$ cat config.mk
export PLATFORM = sky130hd
export DESIGN_NAME = vga_square_animator_flat
export DESIGN_NICKNAME = d
export VERILOG_FILES = /design/src/rtl/vga_square_animator_if.sv /design/src/rtl/vga_square_animator.sv /design/src/flat_wrapper.sv
export SDC_FILE = /design/constraint.sdc
export NUM_CORES = 1
export LEC_CHECK = 0
export CAP_MARGIN = 20
export CORE_MARGIN = 5
export CORE_UTILIZATION = 60
export CTS_CLUSTER_DIAMETER = 40
export DETAILED_ROUTE_END_ITERATION = 7
export DONT_BUFFER_PORTS = 1
export PLACE_DENSITY_LB_ADDON = 0.08
export SYNTH_ARGS = -nofsm -noshare
export SYNTH_HDL_FRONTEND = slang
export SYNTH_SLANG_ARGS = --single-unit
export TNS_END_PERCENT = 1
$ cat constraint.sdc
create_clock -name in_clock -period 4.9 [get_ports in_clock]
set_input_delay 0.98 -clock in_clock [delete_from_list [all_inputs] [get_ports in_clock]]
set_output_delay 0.98 -clock in_clock [all_outputs]
set_load 0.02 [all_outputs]
$ cat src/rtl/vga_square_animator_if.sv
// Pixel-side bundle between the board top level and the square animator.
// Latency: none, plain wires; outputs are registered inside the animator.
// Backpressure: none; in_strobe paces everything, the sink must keep up.
interface vga_square_animator_if #(
    parameter int COLOR_BITS = 4
);
    logic                  in_strobe;
    logic                  in_enable;
    logic                  out_hsync;
    logic                  out_vsync;
    logic [COLOR_BITS-1:0] out_red;
    logic [COLOR_BITS-1:0] out_green;
    logic [COLOR_BITS-1:0] out_blue;
    logic [9:0]            out_x;
    logic [9:0]            out_y;
    logic                  out_frame;

    // Board top level: supplies strobe/enable, consumes the video stream.
    modport master (
        output in_strobe,
        output in_enable,
        input  out_hsync,
        input  out_vsync,
        input  out_red,
        input  out_green,
        input  out_blue,
        input  out_x,
        input  out_y,
        input  out_frame
    );

    // Animator side.
    modport slave (
        input  in_strobe,
        input  in_enable,
        output out_hsync,
        output out_vsync,
        output out_red,
        output out_green,
        output out_blue,
        output out_x,
        output out_y,
        output out_frame
    );
endinterface

$ cat src/rtl/vga_square_animator.sv
// VGA timing source that composites N_SQ solid squares bouncing inside the active area.
// Latency: one in_strobe from counter state to registered sync/colour/x/y/frame outputs.
// Backpressure: none; all state advances only on in_strobe and holds between strobes.
module vga_square_animator #(
    parameter int H_ACTIVE   = 640,
    parameter int H_FP       = 16,
    parameter int H_SYNC     = 96,
    parameter int H_BP       = 48,
    parameter int V_ACTIVE   = 480,
    parameter int V_FP       = 10,
    parameter int V_SYNC     = 2,
    parameter int V_BP       = 33,
    parameter int N_SQ       = 4,
    parameter int SQ_SIZE    = 160,
    parameter int SPEED      = 1,
    parameter int COLOR_BITS = 4,
    // Start position of square k is (SQ_X0 + SQ_STEP*k, SQ_Y0 + SQ_STEP*k).
    parameter int SQ_X0      = 120,
    parameter int SQ_Y0      = 40,
    parameter int SQ_STEP    = 80
) (
    input  logic                    in_clock,
    input  logic                    in_reset_n,
    vga_square_animator_if.slave    bus
);

    localparam int H_TOTAL = H_ACTIVE + H_FP + H_SYNC + H_BP;
    localparam int V_TOTAL = V_ACTIVE + V_FP + V_SYNC + V_BP;

    localparam logic [9:0]  H_LAST  = 10'(H_TOTAL - 1);
    localparam logic [9:0]  V_LAST  = 10'(V_TOTAL - 1);
    localparam logic [9:0]  H_ACT   = 10'(H_ACTIVE);
    localparam logic [9:0]  V_ACT   = 10'(V_ACTIVE);
    localparam logic [9:0]  HS_BEG  = 10'(H_ACTIVE + H_FP);
    localparam logic [9:0]  HS_END  = 10'(H_ACTIVE + H_FP + H_SYNC);
    localparam logic [9:0]  VS_BEG  = 10'(V_ACTIVE + V_FP);
    localparam logic [9:0]  VS_END  = 10'(V_ACTIVE + V_FP + V_SYNC);
    localparam logic [10:0] SQ_W    = 11'(SQ_SIZE);
    localparam logic [11:0] SQ_W12  = 12'(SQ_SIZE);
    localparam logic [11:0] H_LIM   = 12'(H_ACTIVE);
    localparam logic [11:0] V_LIM   = 12'(V_ACTIVE);
    localparam logic [9:0]  X_MAX   = 10'(H_ACTIVE - SQ_SIZE);
    localparam logic [9:0]  Y_MAX   = 10'(V_ACTIVE - SQ_SIZE);
    localparam logic signed [10:0] STEP_S = 11'(SPEED);

    // Raster counters
    logic [9:0] h_cnt_q, h_cnt_d;
    logic [9:0] v_cnt_q, v_cnt_d;

    // Square state: origin and direction (neg = moving towards 0)
    logic [N_SQ-1:0][9:0] px_q, px_d;
    logic [N_SQ-1:0][9:0] py_q, py_d;
    logic [N_SQ-1:0]      dx_neg_q, dx_neg_d;
    logic [N_SQ-1:0]      dy_neg_q, dy_neg_d;

    // Registered outputs
    logic                  hsync_q, hsync_d;
    logic                  vsync_q, vsync_d;
    logic [COLOR_BITS-1:0] red_q, red_d;
    logic [COLOR_BITS-1:0] green_q, green_d;
    logic [COLOR_BITS-1:0] blue_q, blue_d;
    logic [9:0]            x_q, x_d;
    logic [9:0]            y_q, y_d;
    logic                  frame_q, frame_d;

    // Combinational helpers
    logic                  frame_end;
    logic                  active;
    logic                  hit;
    logic [1:0]            hit_idx;
    logic [10:0]           h_ext;
    logic [10:0]           v_ext;
    logic signed [10:0]    nxt_x;
    logic signed [10:0]    nxt_y;

    assign h_ext     = {1'b0, h_cnt_q};
    assign v_ext     = {1'b0, v_cnt_q};
    assign frame_end = bus.in_strobe && (h_cnt_q == H_LAST) && (v_cnt_q == V_LAST);
    assign active    = (h_cnt_q < H_ACT) && (v_cnt_q < V_ACT);

    // Raster counters: h wraps at line end and carries into v.
    always_comb begin
        h_cnt_d = h_cnt_q;
        v_cnt_d = v_cnt_q;
        if (bus.in_strobe) begin
            if (h_cnt_q == H_LAST) begin
                h_cnt_d = '0;
                v_cnt_d = (v_cnt_q == V_LAST) ? '0 : v_cnt_q + 10'd1;
            end else begin
                h_cnt_d = h_cnt_q + 10'd1;
            end
        end
    end

    // Hit test; scanning from the top index down lets the lowest index win overlaps.
    always_comb begin
        hit     = 1'b0;
        hit_idx = 2'd0;
        for (int k = N_SQ - 1; k >= 0; k--) begin
            if ((h_ext >= {1'b0, px_q[k]}) && (h_ext < {1'b0, px_q[k]} + SQ_W) &&
                (v_ext >= {1'b0, py_q[k]}) && (v_ext < {1'b0, py_q[k]} + SQ_W)) begin
                hit     = 1'b1;
                hit_idx = 2'(k);
            end
        end
    end

    // Per-frame motion: step each axis, clamp to the edge and reverse on overflow.
    always_comb begin
        px_d     = px_q;
        py_d     = py_q;
        dx_neg_d = dx_neg_q;
        dy_neg_d = dy_neg_q;
        nxt_x    = '0;
        nxt_y    = '0;
        if (frame_end && bus.in_enable) begin
            for (int k = 0; k < N_SQ; k++) begin
                nxt_x = $signed({1'b0, px_q[k]}) + (dx_neg_q[k] ? -STEP_S : STEP_S);
                if (nxt_x[10]) begin
                    px_d[k]     = '0;
                    dx_neg_d[k] = ~dx_neg_q[k];
                end else if ({1'b0, nxt_x} + SQ_W12 > H_LIM) begin
                    px_d[k]     = X_MAX;
                    dx_neg_d[k] = ~dx_neg_q[k];
                end else begin
                    px_d[k]     = nxt_x[9:0];
                end

                nxt_y = $signed({1'b0, py_q[k]}) + (dy_neg_q[k] ? -STEP_S : STEP_S);
                if (nxt_y[10]) begin
                    py_d[k]     = '0;
                    dy_neg_d[k] = ~dy_neg_q[k];
                end else if ({1'b0, nxt_y} + SQ_W12 > V_LIM) begin
                    py_d[k]     = Y_MAX;
                    dy_neg_d[k] = ~dy_neg_q[k];
                end else begin
                    py_d[k]     = nxt_y[9:0];
                end
            end
        end
    end

    // Output stage: sync, colour, coordinates and frame flag all from the same counter values.
    always_comb begin
        hsync_d = hsync_q;
        vsync_d = vsync_q;
        red_d   = red_q;
        green_d = green_q;
        blue_d  = blue_q;
        x_d     = x_q;
        y_d     = y_q;
        frame_d = frame_q;
        if (bus.in_strobe) begin
            hsync_d = !((h_cnt_q >= HS_BEG) && (h_cnt_q < HS_END));
            vsync_d = !((v_cnt_q >= VS_BEG) && (v_cnt_q < VS_END));
            red_d   = '0;
            green_d = '0;
            blue_d  = '0;
            if (active && hit) begin
                case (hit_idx)
                    2'd1:    red_d   = {COLOR_BITS{1'b1}};
                    2'd2:    blue_d  = {COLOR_BITS{1'b1}};
                    default: green_d = {COLOR_BITS{1'b1}};
                endcase
            end
            x_d     = h_cnt_q;
            y_d     = v_cnt_q;
            frame_d = (h_cnt_q == 10'd0) && (v_cnt_q == 10'd0);
        end
    end

    // State register; asynchronous reset overrides any concurrent strobe.
    always_ff @(posedge in_clock or negedge in_reset_n) begin
        if (!in_reset_n) begin
            h_cnt_q  <= '0;
            v_cnt_q  <= '0;
            for (int k = 0; k < N_SQ; k++) begin
                px_q[k] <= 10'(SQ_X0 + SQ_STEP * k);
                py_q[k] <= 10'(SQ_Y0 + SQ_STEP * k);
            end
            dx_neg_q <= '0;
            dy_neg_q <= '0;
            hsync_q  <= 1'b1;
            vsync_q  <= 1'b1;
            red_q    <= '0;
            green_q  <= '0;
            blue_q   <= '0;
            x_q      <= '0;
            y_q      <= '0;
            frame_q  <= 1'b0;
        end else begin
            h_cnt_q  <= h_cnt_d;
            v_cnt_q  <= v_cnt_d;
            px_q     <= px_d;
            py_q     <= py_d;
            dx_neg_q <= dx_neg_d;
            dy_neg_q <= dy_neg_d;
            hsync_q  <= hsync_d;
            vsync_q  <= vsync_d;
            red_q    <= red_d;
            green_q  <= green_d;
            blue_q   <= blue_d;
            x_q      <= x_d;
            y_q      <= y_d;
            frame_q  <= frame_d;
        end
    end

    assign bus.out_hsync = hsync_q;
    assign bus.out_vsync = vsync_q;
    assign bus.out_red   = red_q;
    assign bus.out_green = green_q;
    assign bus.out_blue  = blue_q;
    assign bus.out_x     = x_q;
    assign bus.out_y     = y_q;
    assign bus.out_frame = frame_q;

endmodule

$ cat src/flat_wrapper.sv
// flat-port wrapper written by rule: the top's interface ports become plain ports
module vga_square_animator_flat 
#(
    parameter int H_ACTIVE   = 640,
    parameter int H_FP       = 16,
    parameter int H_SYNC     = 96,
    parameter int H_BP       = 48,
    parameter int V_ACTIVE   = 480,
    parameter int V_FP       = 10,
    parameter int V_SYNC     = 2,
    parameter int V_BP       = 33,
    parameter int N_SQ       = 4,
    parameter int SQ_SIZE    = 160,
    parameter int SPEED      = 1,
    parameter int COLOR_BITS = 4,
                                                                            
    parameter int SQ_X0      = 120,
    parameter int SQ_Y0      = 40,
    parameter int SQ_STEP    = 80
)
  (in_clock, in_reset_n, bus_in_strobe, bus_in_enable, bus_out_hsync, bus_out_vsync, bus_out_red, bus_out_green, bus_out_blue, bus_out_x, bus_out_y, bus_out_frame);
  vga_square_animator_if #(.COLOR_BITS(COLOR_BITS)) bus_i ();
  input  logic in_clock;
  input  logic in_reset_n;
  input wire logic [$bits(bus_i.in_strobe)-1:0] bus_in_strobe;
  input wire logic [$bits(bus_i.in_enable)-1:0] bus_in_enable;
  output wire logic [$bits(bus_i.out_hsync)-1:0] bus_out_hsync;
  output wire logic [$bits(bus_i.out_vsync)-1:0] bus_out_vsync;
  output wire logic [$bits(bus_i.out_red)-1:0] bus_out_red;
  output wire logic [$bits(bus_i.out_green)-1:0] bus_out_green;
  output wire logic [$bits(bus_i.out_blue)-1:0] bus_out_blue;
  output wire logic [$bits(bus_i.out_x)-1:0] bus_out_x;
  output wire logic [$bits(bus_i.out_y)-1:0] bus_out_y;
  output wire logic [$bits(bus_i.out_frame)-1:0] bus_out_frame;
  assign bus_i.in_strobe = bus_in_strobe;
  assign bus_i.in_enable = bus_in_enable;
  assign bus_out_hsync = bus_i.out_hsync;
  assign bus_out_vsync = bus_i.out_vsync;
  assign bus_out_red = bus_i.out_red;
  assign bus_out_green = bus_i.out_green;
  assign bus_out_blue = bus_i.out_blue;
  assign bus_out_x = bus_i.out_x;
  assign bus_out_y = bus_i.out_y;
  assign bus_out_frame = bus_i.out_frame;
  vga_square_animator #(.H_ACTIVE(H_ACTIVE), .H_FP(H_FP), .H_SYNC(H_SYNC), .H_BP(H_BP), .V_ACTIVE(V_ACTIVE), .V_FP(V_FP), .V_SYNC(V_SYNC), .V_BP(V_BP), .N_SQ(N_SQ), .SQ_SIZE(SQ_SIZE), .SPEED(SPEED), .COLOR_BITS(COLOR_BITS), .SQ_X0(SQ_X0), .SQ_Y0(SQ_Y0), .SQ_STEP(SQ_STEP)) u_core (.in_clock(in_clock), .in_reset_n(in_reset_n), .bus(bus_i));
endmodule
==> results of run 1 <==
-- where the power goes --
group          total, µW  leakage, µW  internal [µW]  switching [µW]
Combinational        232      0.00497            125             107
Clock               1380     0.000309            871             511
Sequential          1280      0.00150           1150             131
-- placed cells by master, fill, tap and decap left out, drive strengths merged, types with 29 or more instances in the layout --
cell and instances:
o22ai 44, dfrtp 106, nor2 73, inv 145, o21ai 117, nand2 95
a21oi 88, nand3 34, xor2 31, ha 222, nor3 31, o21a 38
a21o 29, xnor2 69
-- cell type report --
class	count	area (µm²)	share of cell area, %
multi-input combinational	1226	9470	65.7
sequential	134	3390	23.5
inverter	143	537	3.72
clock buffer	22	494	3.43
tap	285	357	2.47
clock inverter	10	141	0.980
timing repair buffer	4	30.0	0.208
-- state kept, by name (all words and copies together), names as in the netlist, 4 cells and up --
register / cells
u_core.dx_neg_q: 4
u_core.py_q: 40
u_core.bus.out_x: 10
u_core.h_cnt_q: 10
u_core.bus.out_y: 10
u_core.v_cnt_q: 10
u_core.dy_neg_q: 4
u_core.px_q: 40
-- metrics by stage --
| step | instances | setup WS [ps] | area, µm² | power, µW | hold WS (ps) |
|---|---|---|---|---|---|
| 5_1_grt | 1824 | 569 | 14400 | 3010 | 229 |
| 3_3_place_gp | 1792 | 1090 | 13800 | 1520 | 503 |
| 3_5_place_dp | 1792 | 953 | 13800 | 1530 | 516 |
| 2_1_floorplan | 1545 | 1400 | 13600 | 1450 | 470 |
| 4_1_cts | 1824 | 907 | 14400 | 2910 | 236 |
| 6_report | 1824 | 925 | 14400 | 2890 | 249 |
-- kinds of logic after synthesis --
kind of cell | after synthesis | synth area share [%]
XOR/XNOR | 101 | 6.66
buffers and inverters | 185 | 5.54
multiplexers | 23 | 1.88
AND/OR/NAND/NOR | 384 | 14.6
AO/OA/AOI/OAI | 488 | 24.9
flip-flops | 134 | 24.9
adder cells (fa/ha/maj) | 230 | 21.6
-- worst max-delay path: stages (launching register included) --
cell and delay, ps:
dfrtp_1 610, ha_1 360, nor2b_1 170, o221a_2 280
o21a_1 180, o32ai_1 440, inv_1 90, ha_1 300
nand3b_1 170, o41ai_2 430, a21oi_1 140, o221ai_2 370
nand3_1 190, o22ai_1 170
-- worst paths after layout --
check	startpoint	end	slack (ps)	cells after the start
setup / recovery	u_core.dx_neg_q[0]	u_core.px_q[2]	930	13
hold / removal	in_reset_n	u_core.px_q[39]	250	0
setup reg to reg	u_core.dx_neg_q[0]	u_core.px_q[2]	930	13
hold reg to reg	u_core.py_q[26]	u_core.py_q[26]	510	2
max in group asynchronous	in_reset_n	u_core.bus.out_vsync	4370	0
min in group in_clock	u_core.py_q[26]	u_core.py_q[26]	510	2
-- per-layer routing --
layer / global-route usage [%] / part of all wire (%)
met2: 45.4 / 51
met1: 31.0 / 44
met5: 0 / 0
met3: 4.41 / 3.3
met4: 6.41 / 1.8
==> run summary, run 1 <==
Clk slew on worst S/H paths -> 60 ps
Synth warn -> 0
CTS H-tree depth -> 4
Max Fclk -> 0.252 GHz
VDD IR max -> 232 µV
Pwr Density -> 201 mW/mm²
Worst path arrival time -> 4310 ps
Iter 0 DRT Violations -> 734
Antenna cells -> 0
Sequential area share after synthesis -> 24.9%
Nets@finish -> 1760
Yosys top cell area share -> 20.4%
Tcrit/Tclk final -> 81.1%
Clk buf depth -> 2
Tightest Pin Transition -> 732 ps
Fin Clk Skew -> 7.79 ps
Fillers -> 1929
Largest cells by area after synthesis -> ha_1 20%, dfrtp_1 19%, dfstp_2 5.4%
Crit path time final -> 3970 ps
Max Slew Vio Count -> 0
Antenna violations before repair -> 0
Setup TNS -> 0 ps
GRT Overall Usage -> 25.1%
Max Cap Violations -> 0
Worst setup SP type -> flop
Wire per inst -> 17.5 µm
CTS tree -> yes
CP Capture Type -> flop
Post-synth top flop -> dfrtp_1
Top post-synthesis cells by count -> 222 x ha_1, 143 x inv_1, 107 x o21ai_0
DRT Wirelength -> 31900 µm
CTS Hold Bufs -> 0
DR pass1 iterations -> 5
Vias -> 11300
Area of the mapped netlist -> 0.0136 mm²
Share of layout cells above drive strength 1 -> 8.64%
CTS root buf -> clkbuf_16
Die height -> 161 µm
Hold crit path type -> in2async
GRT overflow -> 0
Slew HR -> 51.2%
CTS Sinks -> 134
DRT antenna net count -> 0
Mapped Nets -> 1779
EDFF count, synth -> 0
Port bufs -> 0
First-pass GRT wire length -> 54400 µm
Most common cell in the netlist -> ha_1
Clock insertion delay at the later pin of the skew report -> 420 ps
Die width -> 161 µm
Row count -> 55
Fin util -> 64.1%
CP Class -> reg2reg
Post-Syn Instances -> 1545
Largest net degree at the start of global routing -> 135
Share of flip-flops with an asynchronous set or reset -> 100%
Num CTS Buffers -> 17
CORE AREA -> 0.0225 mm²
Area delta synth->final -> 5.97%
Io pins -> 39
Vias per cell -> 6.22
RSZ-0062 raised after global routing -> false
Postcts setup bufs -> 0
Starting Density -> 60.5%
Pleak -> 0.00678 µW
Critical path fanouts, max -> 11
Synth Area per Inst -> 8.81 µm²
Outcome -> complete, no violations
Largest area contributor in the netlist -> ha_1
Crit path required time -> 5230 ps
DR DRC count -> 0
CTS resizes -> 0
Vias in the first global route -> 11100
Distinct cells, synth -> 92
Placer Congestion -> 0.849
Post-synthesis register bit count -> 134
Final HPWL DP -> 24200 µm
Die ar. -> 0.0258 mm²
# setup viols final -> 0
Hold Fails Final Rpt -> 0
Power figures use the tool's default switching activity.
==> inputs of run 2 (changes only) <==
==> constraint.sdc (replaced) <==
create_clock -name in_clock -period 3.3 [get_ports in_clock]
set_input_delay 0.66 -clock in_clock [delete_from_list [all_inputs] [get_ports in_clock]]
set_output_delay 0.66 -clock in_clock [all_outputs]
set_load 0.02 [all_outputs]
==> run summary, run 2 (same netlist as run 1, synthesis figures left out) <==
Dpl cells -> 1897 (+5.9%)
CTS H-tree depth -> 4 (unchanged)
Port bufs -> 0 (unchanged)
CTS tree -> yes
Vias per cell -> 6.20 (-0.37%)
Final Cell Area -> 0.0157 mm² (+9.0%)
CTS Sinks -> 134 (unchanged)
CORE AREA -> 0.0225 mm² (unchanged)
Minimum hold slack -> 72.2 ps (-177 ps)
Io pins -> 39 (unchanged)
Antenna violations before repair -> 0 (unchanged)
Worst path arrival time -> 3840 ps (-470 ps)
Clock power share -> 44.4% (-3.4 points)
CTS root buf -> clkbuf_16
Num CTS Buffers -> 17 (unchanged)
Setup ws final -> -181 ps (-1110 ps)
DR DRC count -> 0 (unchanged)
Fin Clk Skew -> 8.39 ps (+0.600 ps)
Pwr Total -> 4210 µW (+45%)
Placer Congestion -> 0.872 (+2.6%)
Most frequent cells in the layout -> 209 x ha_1, 139 x inv_1, 117 x buf_4
CP max stage cell -> dfrtp_2
Largest net degree at the start of global routing -> 107 (-21%)
Max Fclk -> 0.287 GHz (+14%)
Area delta synth->final -> 15.5%
Non-filler cells, final -> 1942 (+6.5%)
Outcome -> finished with violations
Sw power -> 1210 µW (+62%)
Die ar. -> 0.0258 mm² (unchanged)
Failing checks -> negative setup slack
Setup TNS -> -1150 ps (-1150 ps)
GRT Overall Usage -> 26.5% (+1.4 points)
CP Capture Type -> flop
CP max stage delay -> 500 ps (-110 ps)
DR pass1 iterations -> 7 (+2)
Vias -> 12000 (+6.1%)
Slew HR -> 51.0% (-0.24 points)
DRT Wirelength -> 34700 µm (+8.8%)
# setup viols final -> 12 (+12)
Clk slew on worst S/H paths -> 60 ps (about the same)
Wire per inst -> 17.9 µm (+2.2%)
CP Class -> reg2reg
Share of layout cells above drive strength 1 -> 19.4% (+11 points)
Max Slew Vio Count -> 0 (unchanged)
DRT antenna net count -> 0 (unchanged)
Commonest non-fill, non-tap cell in the layout -> ha_1
Max Cap Violations -> 0 (unchanged)
Internal -> 2990 µW (+40%)
Iter 0 DRT Violations -> 768 (+4.6%)
Starting Density -> 60.5% (unchanged)
Crit path time final -> 3480 ps (-493 ps)
Pwr Density -> 268 mW/mm² (+33%)
Antenna cells -> 0 (unchanged)
Final HPWL DP -> 25600 µm (+5.7%)
Comb pwr share -> 11.5% (+3.5 points)
Die width -> 161 µm (unchanged)
Hold crit path type -> in2async
Row count -> 55 (unchanged)
Hold Fails Final Rpt -> 0 (unchanged)
VDD IR max -> 418 µV (+80%)
Vias in the first global route -> 11900 (+6.7%)
Area after DPL -> 0.0147 mm² (+6.3%)
GRT overflow -> 0 (unchanged)
Clock insertion delay at the later pin of the skew report -> 440 ps (+20 ps)
Reg power frac -> 44.1% (about the same)
RSZ-0062 raised after global routing -> true
CP top delay family -> simple AND/OR/NAND/NOR gates
Nets@finish -> 1878 (+6.7%)
Die height -> 161 µm (unchanged)
Clk buf depth -> 2 (unchanged)
Critical path fanouts, max -> 7 (-4)
Cell Chain, Critical Path -> buf_12 > ha_4 > nor2b_1 > or4_4 > o21ai_4 > inv_2 > ha_4 > nand3b_1 > nor3_2 > a21oi_2 > o32ai_2 > nor3_2 > or3_4 > o22ai_2
Crit path buffers/inverters -> 2 (+1)
Largest regs -> u_core.px_q (40), u_core.py_q (40)
Crit path required time -> 3660 ps (-1570 ps)
Tightest Pin Transition -> 735 ps (+3.65 ps)
Tcrit/Tclk final -> 105% (+24 points)
Net Sw Frac -> 28.9% (+3.0 points)
Pleak -> 0.00744 µW (+9.7%)
Worst setup SP type -> flop
First-pass GRT wire length -> 57500 µm (+5.8%)
## run 2: cell types whose count changed in the layout (fill, tap and decap cells not counted), moves of 8 or more
cell,delta
ha_4,+12
ha_1,-13
o21ai_0,-8
buf_4,+113
## run 2: cell type report
cell class | count | area, µm²
clock inverters | 13 | 124
well taps | 285 | 357
flip-flops and latches | 134 | 3400
repair buffers | 122 | 977
fillers | 1779 | 6790
clock buffers | 19 | 443
multi-input cells | 1226 | 9880
inverters | 143 | 537
## run 2: what timing repair did
action | CTS | global route
resized for setup | 25 | 55
pin swaps | 15 | 23
gates cloned | 0 | 0
hold buffers | 1 | 0
hold endpoints to repair | 106 | 0
setup endpoints to repair | 34 | 67
buffers inserted | 4 | 8
## run 2: power groups by stage
stage	sequential [µW]	clock (µW)	combinational (µW)
after global routing	1860	1980	549
final	1860	1870	482
after global placement	1880	0	426
after floorplan	1850	0	302
after detailed placement	1880	0	443
after CTS	1850	1890	482
## run 2: final timing paths
kind	startpoint	endpoint	slack, ps	depth (start not counted)
worst max-delay path	u_core.dx_neg_q[1]	u_core.px_q[14]	-180	14
worst min-delay path	in_reset_n	u_core.px_q[33]	70	0
worst max register to register	u_core.dx_neg_q[1]	u_core.px_q[14]	-180	14
worst min register to register	u_core.py_q[26]	u_core.py_q[26]	510	2
max in group asynchronous	in_reset_n	u_core.dy_neg_q[1]	2660	1
min in group in_clock	bus_in_strobe	u_core.bus.out_hsync	300	1
## run 2: metrics by stage
| step | worst slack [ps] | util [%] |
|---|---|---|
| floorplan | -51.0 | - |
| finish | -181 | 69.8 |
| detailed placement | -160 | 65.1 |
| global placement | -46.8 | 65.1 |
| CTS | -124 | 68.4 |
| global route | -325 | 69.8 |
## run 2: metal layers
metal | routed length, µm | part of all wire [%] | vias to the layer above | GRT usage (%)
met5 | 0 | 0 | - | 0
met1 | 15400 | 44 | 5813 | 33.6
li1 | - | - | 5929 | -
met4 | 657 | 1.9 | 0 | 7.67
met2 | 17500 | 50 | 232 | 47.4
met3 | 1240 | 3.6 | 62 | 3.49
==> inputs of run 3 (changes only) <==
--- a/config.mk
+++ b/config.mk
@@ -11,6 +11,7 @@
 export CTS_CLUSTER_DIAMETER = 40
 export DETAILED_ROUTE_END_ITERATION = 7
 export DONT_BUFFER_PORTS = 1
+export GPL_ROUTABILITY_DRIVEN = 0
 export PLACE_DENSITY_LB_ADDON = 0.08
 export SYNTH_ARGS = -nofsm -noshare
 export SYNTH_HDL_FRONTEND = slang
==> results of run 3 <==
The final DEF is identical to that of run 2; final timing and power are the same.
